--- src/rtl/grid_memory.sv ---
// grid_memory: 32x24 playfield cell store that self-clears after reset, with a
// combinational controller probe port and a registered VGA pixel port.
module grid_memory #(
    parameter int GRID_SIZE_X  = 32,
    parameter int GRID_SIZE_Y  = 24,
    parameter int BORDER_ROCKS = 1
) (
    input  logic        clk,
    input  logic        rst,
    input  logic [35:0] rect_write,
    input  logic [31:0] rect_read_addr,
    output logic [3:0]  rect_read_data,
    input  logic [10:0] hcount_in,
    input  logic [10:0] vcount_in,
    output logic [3:0]  cell_out,
    output logic        busy
);
    localparam logic [3:0]  C_NULL = 4'b0000;
    localparam logic [3:0]  C_ROCK = 4'b0010;
    localparam logic [15:0] X_LIM  = 16'(GRID_SIZE_X);
    localparam logic [15:0] Y_LIM  = 16'(GRID_SIZE_Y);
    localparam logic [4:0]  X_LAST = 5'(GRID_SIZE_X - 1);
    localparam logic [4:0]  Y_LAST = 5'(GRID_SIZE_Y - 1);
    localparam logic [9:0]  I_LAST = 10'(GRID_SIZE_X * GRID_SIZE_Y - 1);
    localparam logic [10:0] H_LIM  = 11'(GRID_SIZE_X * 32);
    localparam logic [10:0] V_LIM  = 11'(GRID_SIZE_Y * 32);

    typedef enum logic {S_CLEAR, S_IDLE} state_t;

    state_t      r_state, w_state_nx;
    logic [9:0]  r_clr_idx, w_clr_nx;
    logic [3:0]  r_mem [GRID_SIZE_X * GRID_SIZE_Y];
    logic [3:0]  r_cell;
    logic [15:0] w_wx, w_wy, w_rx, w_ry;
    logic [9:0]  w_cidx;
    logic        w_clr, w_border, w_wr_in, w_rd_in;
    logic [3:0]  w_cval;

    assign w_wx = rect_write[35:20];
    assign w_wy = rect_write[19:4];
    assign w_rx = rect_read_addr[31:16];
    assign w_ry = rect_read_addr[15:0];

    always_ff @(posedge clk) begin
        if (rst) begin
            r_state   <= S_CLEAR;
            r_clr_idx <= '0;
        end else begin
            r_state   <= w_state_nx;
            r_clr_idx <= w_clr_nx;
        end
    end

    always_comb begin
        w_state_nx = r_state;
        w_clr_nx   = r_clr_idx;
        if (r_state == S_CLEAR) begin
            w_clr_nx = r_clr_idx + 10'd1;
            if (r_clr_idx == I_LAST) begin
                w_state_nx = S_IDLE;
                w_clr_nx   = '0;
            end
        end
    end

    // Reset edges keep rewriting cell 0 so the clear always starts from a known point.
    assign w_clr    = rst || r_state == S_CLEAR;
    assign w_cidx   = rst ? 10'd0 : r_clr_idx;
    assign w_border = w_cidx[4:0] == 5'd0 || w_cidx[4:0] == X_LAST ||
                      w_cidx[9:5] == 5'd0 || w_cidx[9:5] == Y_LAST;
    assign w_cval   = (BORDER_ROCKS != 0 && w_border) ? C_ROCK : C_NULL;
    assign w_wr_in  = w_wx < X_LIM && w_wy < Y_LIM;
    assign w_rd_in  = w_rx < X_LIM && w_ry < Y_LIM;

    always_ff @(posedge clk) begin
        if (w_clr)
            r_mem[w_cidx] <= w_cval;
        else if (w_wr_in)
            r_mem[{w_wy[4:0], w_wx[4:0]}] <= rect_write[3:0];
    end

    // Off-grid probes read as ROCK so wall exits look like collisions.
    assign rect_read_data = (r_state == S_CLEAR) ? C_NULL :
                            w_rd_in ? r_mem[{w_ry[4:0], w_rx[4:0]}] : C_ROCK;

    always_ff @(posedge clk) begin
        if (rst)
            r_cell <= C_NULL;
        else
            r_cell <= (r_state == S_CLEAR || hcount_in >= H_LIM || vcount_in >= V_LIM) ?
                      C_NULL : r_mem[{vcount_in[9:5], hcount_in[9:5]}];
    end

    assign cell_out = r_cell;
    assign busy     = r_state == S_CLEAR;
endmodule

--- config.mk ---
export PLATFORM = sky130hd
export DESIGN_NAME = grid_memory
export DESIGN_NICKNAME = d
export VERILOG_FILES = /design/src/rtl/grid_memory.sv
export SDC_FILE = /design/constraint.sdc
export NUM_CORES = 2
export LEC_CHECK = 0
export ABC_AREA = 0
export BUFFER_PORTS_ARGS = -buffer_cell sky130_fd_sc_hd__buf_2
export CORE_UTILIZATION = 45
export CTS_BUF_LIST = sky130_fd_sc_hd__clkbuf_4
export DETAILED_ROUTE_END_ITERATION = 8
export MAX_ROUTING_LAYER = met4
export PLACE_DENSITY_LB_ADDON = 0.1
export SLEW_MARGIN = 20
export SYNTH_ARGS = -nofsm -noshare
export SYNTH_HDL_FRONTEND = slang
export SYNTH_SLANG_ARGS = --single-unit
--- constraint.sdc ---
create_clock -name clk -period 32.3 [get_ports clk]
set_input_delay 1.615 -clock clk [delete_from_list [all_inputs] [get_ports clk]]
set_output_delay 1.615 -clock clk [all_outputs]
set_load 0.02 [all_outputs]
After elaboration in Yosys (flattened, before gate mapping). Memories as Yosys holds them, arrays and structs flattened. A register that Yosys moved wholly into a read port is not among the register bits. Cells that the tools add are included.

Add/subtract/negate cells: 1. Order comparisons: 6. Equality and inequality tests: 3. Muxes and demuxes: 15. Bitwise logic cells: 1. Reduce and logical (&&, ||, !) cells: 12.

Operators with widths (count): $lt A16 B5 Y1 const B (2); $lt A16 B6 Y1 const B (2); $mux W10 (3); $mux W4 (3); $ge A11 B10 Y1 const B (1); $ge A11 B11 Y1 const B (1); $add A10 B1 Y10 const B (1); $eq A10 B10 Y1 const B (1); $eq A5 B5 Y1 const B (2); $logic_not A5 Y1 (2); $mux W1 (8); $logic_or A1 B1 Y1 (6); $reduce_or A4 Y1 (1); $logic_and A1 B1 Y1 (2); $mux W2 (1); $reduce_or A2 Y1 (1); $not A1 Y1 (1).

Bits in registers: 11. RAM bits: 3072. Input port bits: 92. Output and inout port bits: 9. Word-level logic and storage cells: 41. Memories: 1.

Memory list: r_mem (depth 768, width 4, rd ports 2, clocked after Yosys merged registers in 1, write ports 1, RTL line 32) `logic [3:0] r_mem [GRID_SIZE_X * GRID_SIZE_Y];`.

Longest topological paths before layout.
Word-level depth: 7. Mapped depth: 15. Mapped depth without buffers: 8.

Worst setup path after synthesis. Ideal clock, no wire load.

Path type: input-to-reg. Start: input rect_write[12]. End: memory r_mem[0][1], data pin. Arrival time: 23386 ps. Data required time: 27981 ps. Slack: 4596 ps. Stages on the path: 7. Buffers on the path: 2. Path through: nor4_1 > nand4_1 > nor3_1 > buf_2 > buf_2 > nor4_1 > a21oi_1.

Word-level cells in the longest chain between the ends: 7.

RTL lines: start: declaration (RTL line 10) `input logic [35:0] rect_write,`; $lt A16 B5 Y1 (RTL line 72) `assign w_wr_in = w_wx < X_LIM && w_wy < Y_LIM;`; $logic_and A1 B1 Y1 (RTL line 72); $mux W1 (RTL line 78) `else if (w_wr_in)`; $mux W1 (RTL line 76) `if (w_clr)`; $mux W1 (implied by the code) (RTL line 79) `r_mem[{w_wy[4:0], w_wx[4:0]}] <= rect_write[3:0];`; $reduce_or A4 Y1 (no source line); $mux W4 (no source line); end: declaration (RTL line 32).

No other way between the ends.

Worst setup path after layout.
Start: input rect_read_addr[16]. End: output rect_read_data[0].

Word-level cells in the longest chain between the ends: 4. Elaborated cells on any way between the ends: 5. Classes of those cells: order compare (1); mux (2); reduce/logical (1); memory (1).

RTL lines: start: declaration (RTL line 11) `input logic [31:0] rect_read_addr,`; parallel branches: the longest is 2 deep, another holds $mem_v2 Z768 W4; $mux W4 * (RTL line 84) `w_rd_in ? r_mem[{w_ry[4:0], w_rx[4:0]}] : C_ROCK;`; $mux W4 * (RTL line 83) `assign rect_read_data = (r_state == S_CLEAR) ? C_NULL :`; end: declaration (RTL line 12) `output logic [3:0] rect_read_data,`.

Mark *: on every way between the ends.

==> flow_metrics.env <==
export IMPL_leakagePower_nw=56.6
export IMPL_placement_rows=210
export IMPL_power_per_cell_area_nw_per_um2=51.1
export IMPL_die_area_sq_um=331000
export IMPL_overall_routed_net_length_mm=541
export IMPL_clk_root_buffer_cell="sky130_fd_sc_hd__clkbuf_4"
export IMPL_grt_total_usage_pct=33.4
export IMPL_areaGrowthSynthToFinish_pct=10.2
export IMPL_vias=93900
export IMPL_cts_tree="built"
export IMPL_most_used_dff_post_synth="sky130_fd_sc_hd__edfxtp_1"
export IMPL_postCtsSetupRepairBufs=0
export IMPL_clk_pin_slew_worst_paths_ps=60
export IMPL_cts_buffer_depth=4
export IMPL_finalSetupTns_ps=0
export IMPL_n_fill_cell=27600
export IMPL_syn_instance_count=8335
export IMPL_synth_seq_cells=3087
export IMPL_dpl_cell_area_sq_um=152000
export IMPL_worst_clock_skew_ps=164
export IMPL_grt_antenna_before_repair=46
export IMPL_peak_supply_drop_mv=0.0355
export IMPL_unrepaired_setup_endpoints_after_global_routing="false"
export IMPL_ys_async_sr_fraction_pct=0
export IMPL_routed_wire_length_per_instance_microns=39.3
export IMPL_grt_pass1_vias=93700
export IMPL_cts_htree_levels=6
export IMPL_seq_area_frac_synth_pct=62.6
export IMPL_critPathCaptureType="primary output"
export IMPL_post_route_min_period_ps=10630
export IMPL_design_area_sq_um=163000
export IMPL_synth_nets=8428
export IMPL_syn_cell_area_sq_um=148000
export IMPL_coreArea_sq_um=327000
export IMPL_worst_skew_pair_late_latency_ps=1750
export IMPL_synth_cell_types=78
export IMPL_io_buffers=90
export IMPL_finalHoldViolCount=0
export IMPL_synth_enable_flop_cells=3072
export IMPL_postRouteAntennaNets=0
export IMPL_cts_sinks=3087
export IMPL_outcome="finished, final reports clean"
export IMPL_cts_repair_resize_count=0
export IMPL_cts_hold_buffers=0
export IMPL_max_slew_headroom_pct=12.1
export IMPL_globalplace_congestion=0.900
export IMPL_tightestPinTransition_ps=1310
export IMPL_cp_arrival_ps=9010
export IMPL_maximum_number_of_pins_on_one_net_before_global_route_repair=195
export IMPL_initial_utilization_pct=45.2
export IMPL_detailedRoute_firstIterationViolations=12900
export IMPL_share_of_final_layout_standard_cells_stronger_than_drive_strength_1_pct=33.1
export IMPL_grt_overflow=0
export IMPL_setup_viol=0
export IMPL_holdPathStages=2
export IMPL_route_detailed_vias_per_inst=6.82
export IMPL_worstPathRequired_ps=30680
export IMPL_slew_violations=0
export IMPL_max_cap_viol_count=0
export IMPL_first_pass_grt_wire_length_mm=742
export IMPL_drcViolationCount=0
export IMPL_yosys_warnings=0
export IMPL_numCtsBuffers=804
export IMPL_drt_first_pass_iters=5
export IMPL_r2r_worst_path_cells=9
export IMPL_period_share_pct=32.9
export IMPL_timing_fmax_mhz=94.1
export IMPL_io_pins=101
export IMPL_synth_area_per_cell_sq_um=17.7
export IMPL_hold_path_class="in2reg"
export IMPL_critical_path_maximum_fanout=41
export IMPL_die_width_microns=575
export IMPL_nets=8857
export IMPL_post_dp_hpwl_mm=335
export IMPL_setup_worst_path_start_class="input port"
export IMPL_critPathKind="in2out"
export IMPL_dieHeight_microns=575
[cell type report]
cell class              instances  area (sq um)  share of cell area [%]
diodes                         39          97.6                  0.0600
clock buffers                1145          8600                    5.28
clock inverters               270          1600                   0.985
inverters                      13          66.3                  0.0407
multi-input cells            4503         51700                    31.8
flip-flops and latches       3087         92500                    56.9
well taps                    4346          5440                    3.34
repair buffers                355          2730                    1.68
[state kept, by name (all words and copies together) (netlist names)]
register,count
r_mem,3072
r_clr_idx,10
cell_out,4
r_state,1
[cell usage in the layout (no fill, tap or decap), types with 17 or more instances in the layout]
cell type	Yosys	routed
sky130_fd_sc_hd__a211oi_1	67	67
sky130_fd_sc_hd__nand3_1	62	40
sky130_fd_sc_hd__a22oi_1	65	65
sky130_fd_sc_hd__nand2b_1	31	21
sky130_fd_sc_hd__o21ai_0	77	75
sky130_fd_sc_hd__clkbuf_4	0	1145
sky130_fd_sc_hd__buf_12	1	17
sky130_fd_sc_hd__nor2_1	848	838
sky130_fd_sc_hd__buf_4	83	251
sky130_fd_sc_hd__nand3_4	0	22
sky130_fd_sc_hd__nor4_1	41	38
sky130_fd_sc_hd__edfxtp_1	3072	3072
sky130_fd_sc_hd__diode_2	0	39
sky130_fd_sc_hd__a21oi_1	166	164
sky130_fd_sc_hd__a221oi_1	42	42
sky130_fd_sc_hd__clkinv_2	0	45
sky130_fd_sc_hd__buf_2	137	80
sky130_fd_sc_hd__nor3_1	110	106
sky130_fd_sc_hd__mux2_2	22	22
sky130_fd_sc_hd__clkinv_1	3	170
sky130_fd_sc_hd__o221ai_1	252	252
sky130_fd_sc_hd__nand4_1	17	17
sky130_fd_sc_hd__mux4_2	1365	1365
sky130_fd_sc_hd__mux2i_1	684	684
sky130_fd_sc_hd__nand2_1	267	260
sky130_fd_sc_hd__o22ai_1	160	160
[power by group]
| group | internal [mW] | switching [mW] | total [mW] |
|---|---|---|---|
| sequential | 4.34 | 0.000939 | 4.34 |
| combinational | 0.167 | 0.356 | 0.523 |
| clock | 1.75 | 1.71 | 3.46 |
| total | 6.25 | 2.07 | 8.32 |
[critical path: stages]
cell and delay [ps]:
sky130_fd_sc_hd__buf_12 250, sky130_fd_sc_hd__buf_4 510, sky130_fd_sc_hd__buf_4 620, sky130_fd_sc_hd__buf_4 630, sky130_fd_sc_hd__buf_4 770, sky130_fd_sc_hd__buf_4 700
sky130_fd_sc_hd__mux2i_1 180, sky130_fd_sc_hd__o221ai_1 250, sky130_fd_sc_hd__o22ai_1 120, sky130_fd_sc_hd__o21ai_0 510, sky130_fd_sc_hd__o21ai_0 220, sky130_fd_sc_hd__o21ai_1 850
sky130_fd_sc_hd__o2111ai_1 640, sky130_fd_sc_hd__o22ai_1 650, sky130_fd_sc_hd__buf_2 280
[synth_stat cells (all sizes together), types with 15 or more instances]
master	instances	area [sq um]
a2111oi	20	175
a211oi	67	503
a21oi	170	866
a221oi	43	383
a22oi	65	488
buf	398	2880
clkbuf	334	1250
dfxtp	15	300
edfxtp	3072	92200
mux2	22	248
mux2i	684	6850
mux4	1365	30700
nand2	267	1000
nand2b	31	194
nand3	62	310
nand4	17	106
nor2	848	3180
nor2b	18	113
nor3	110	551
nor4	41	257
o21ai	80	400
o221ai	253	2220
o22ai	160	1000
o31ai	16	120
[path summary, 6_finish.rpt]
check,start,to,slack (ps)
worst max-delay path,rect_read_addr[16],rect_read_data[0],21670
worst min-delay path,rst,r_clr_idx[0],430
worst max register to register,r_state,r_mem[6][3],25500
worst min register to register,r_clr_idx[7],r_clr_idx[7],540
[per-stage QoR]
step	instances	total power [mW]	utilization [%]	worst slack, ps	hold slack (ps)
2_1_floorplan	8335	4.74	-	4600	487
3_3_place_gp	12300	4.94	46.6	21670	526
3_5_place_dp	12300	4.94	46.6	21750	522
4_1_cts	13700	8.35	49.8	21730	270
5_1_grt	13700	8.56	49.8	21470	346
6_report	13800	8.32	49.8	21670	426
[logic make-up (layout without fill, tap and decap cells)]
group | after synthesis | after routing | share of synthesized area [%]
AO/OA/AOI/OAI | 961 | 961 | 4.67
XOR/XNOR | 5 | 5 | 0.0296
adder cells (fa/ha/maj) | 1 | 1 | 0.00847
buffers and inverters | 745 | 1783 | 2.83
flip-flops | 3087 | 3087 | 62.6
multiplexers | 2071 | 2071 | 25.6
other | 0 | 39 | 0
AND/OR/NAND/NOR | 1465 | 1465 | 4.23
[layer usage]
| metal | wire, microns | vias to the layer above | GRT usage, % |
|---|---|---|---|
| li1 | - | 36600 | - |
| met1 | 203000 | 49900 | 43.4 |
| met2 | 253000 | 6235 | 50.5 |
| met3 | 58500 | 1123 | 7.40 |
| met4 | 25600 | 0 | 14.7 |
| met5 | 0 | - | - |
Note: power is estimated with default switching activity, not from simulation.
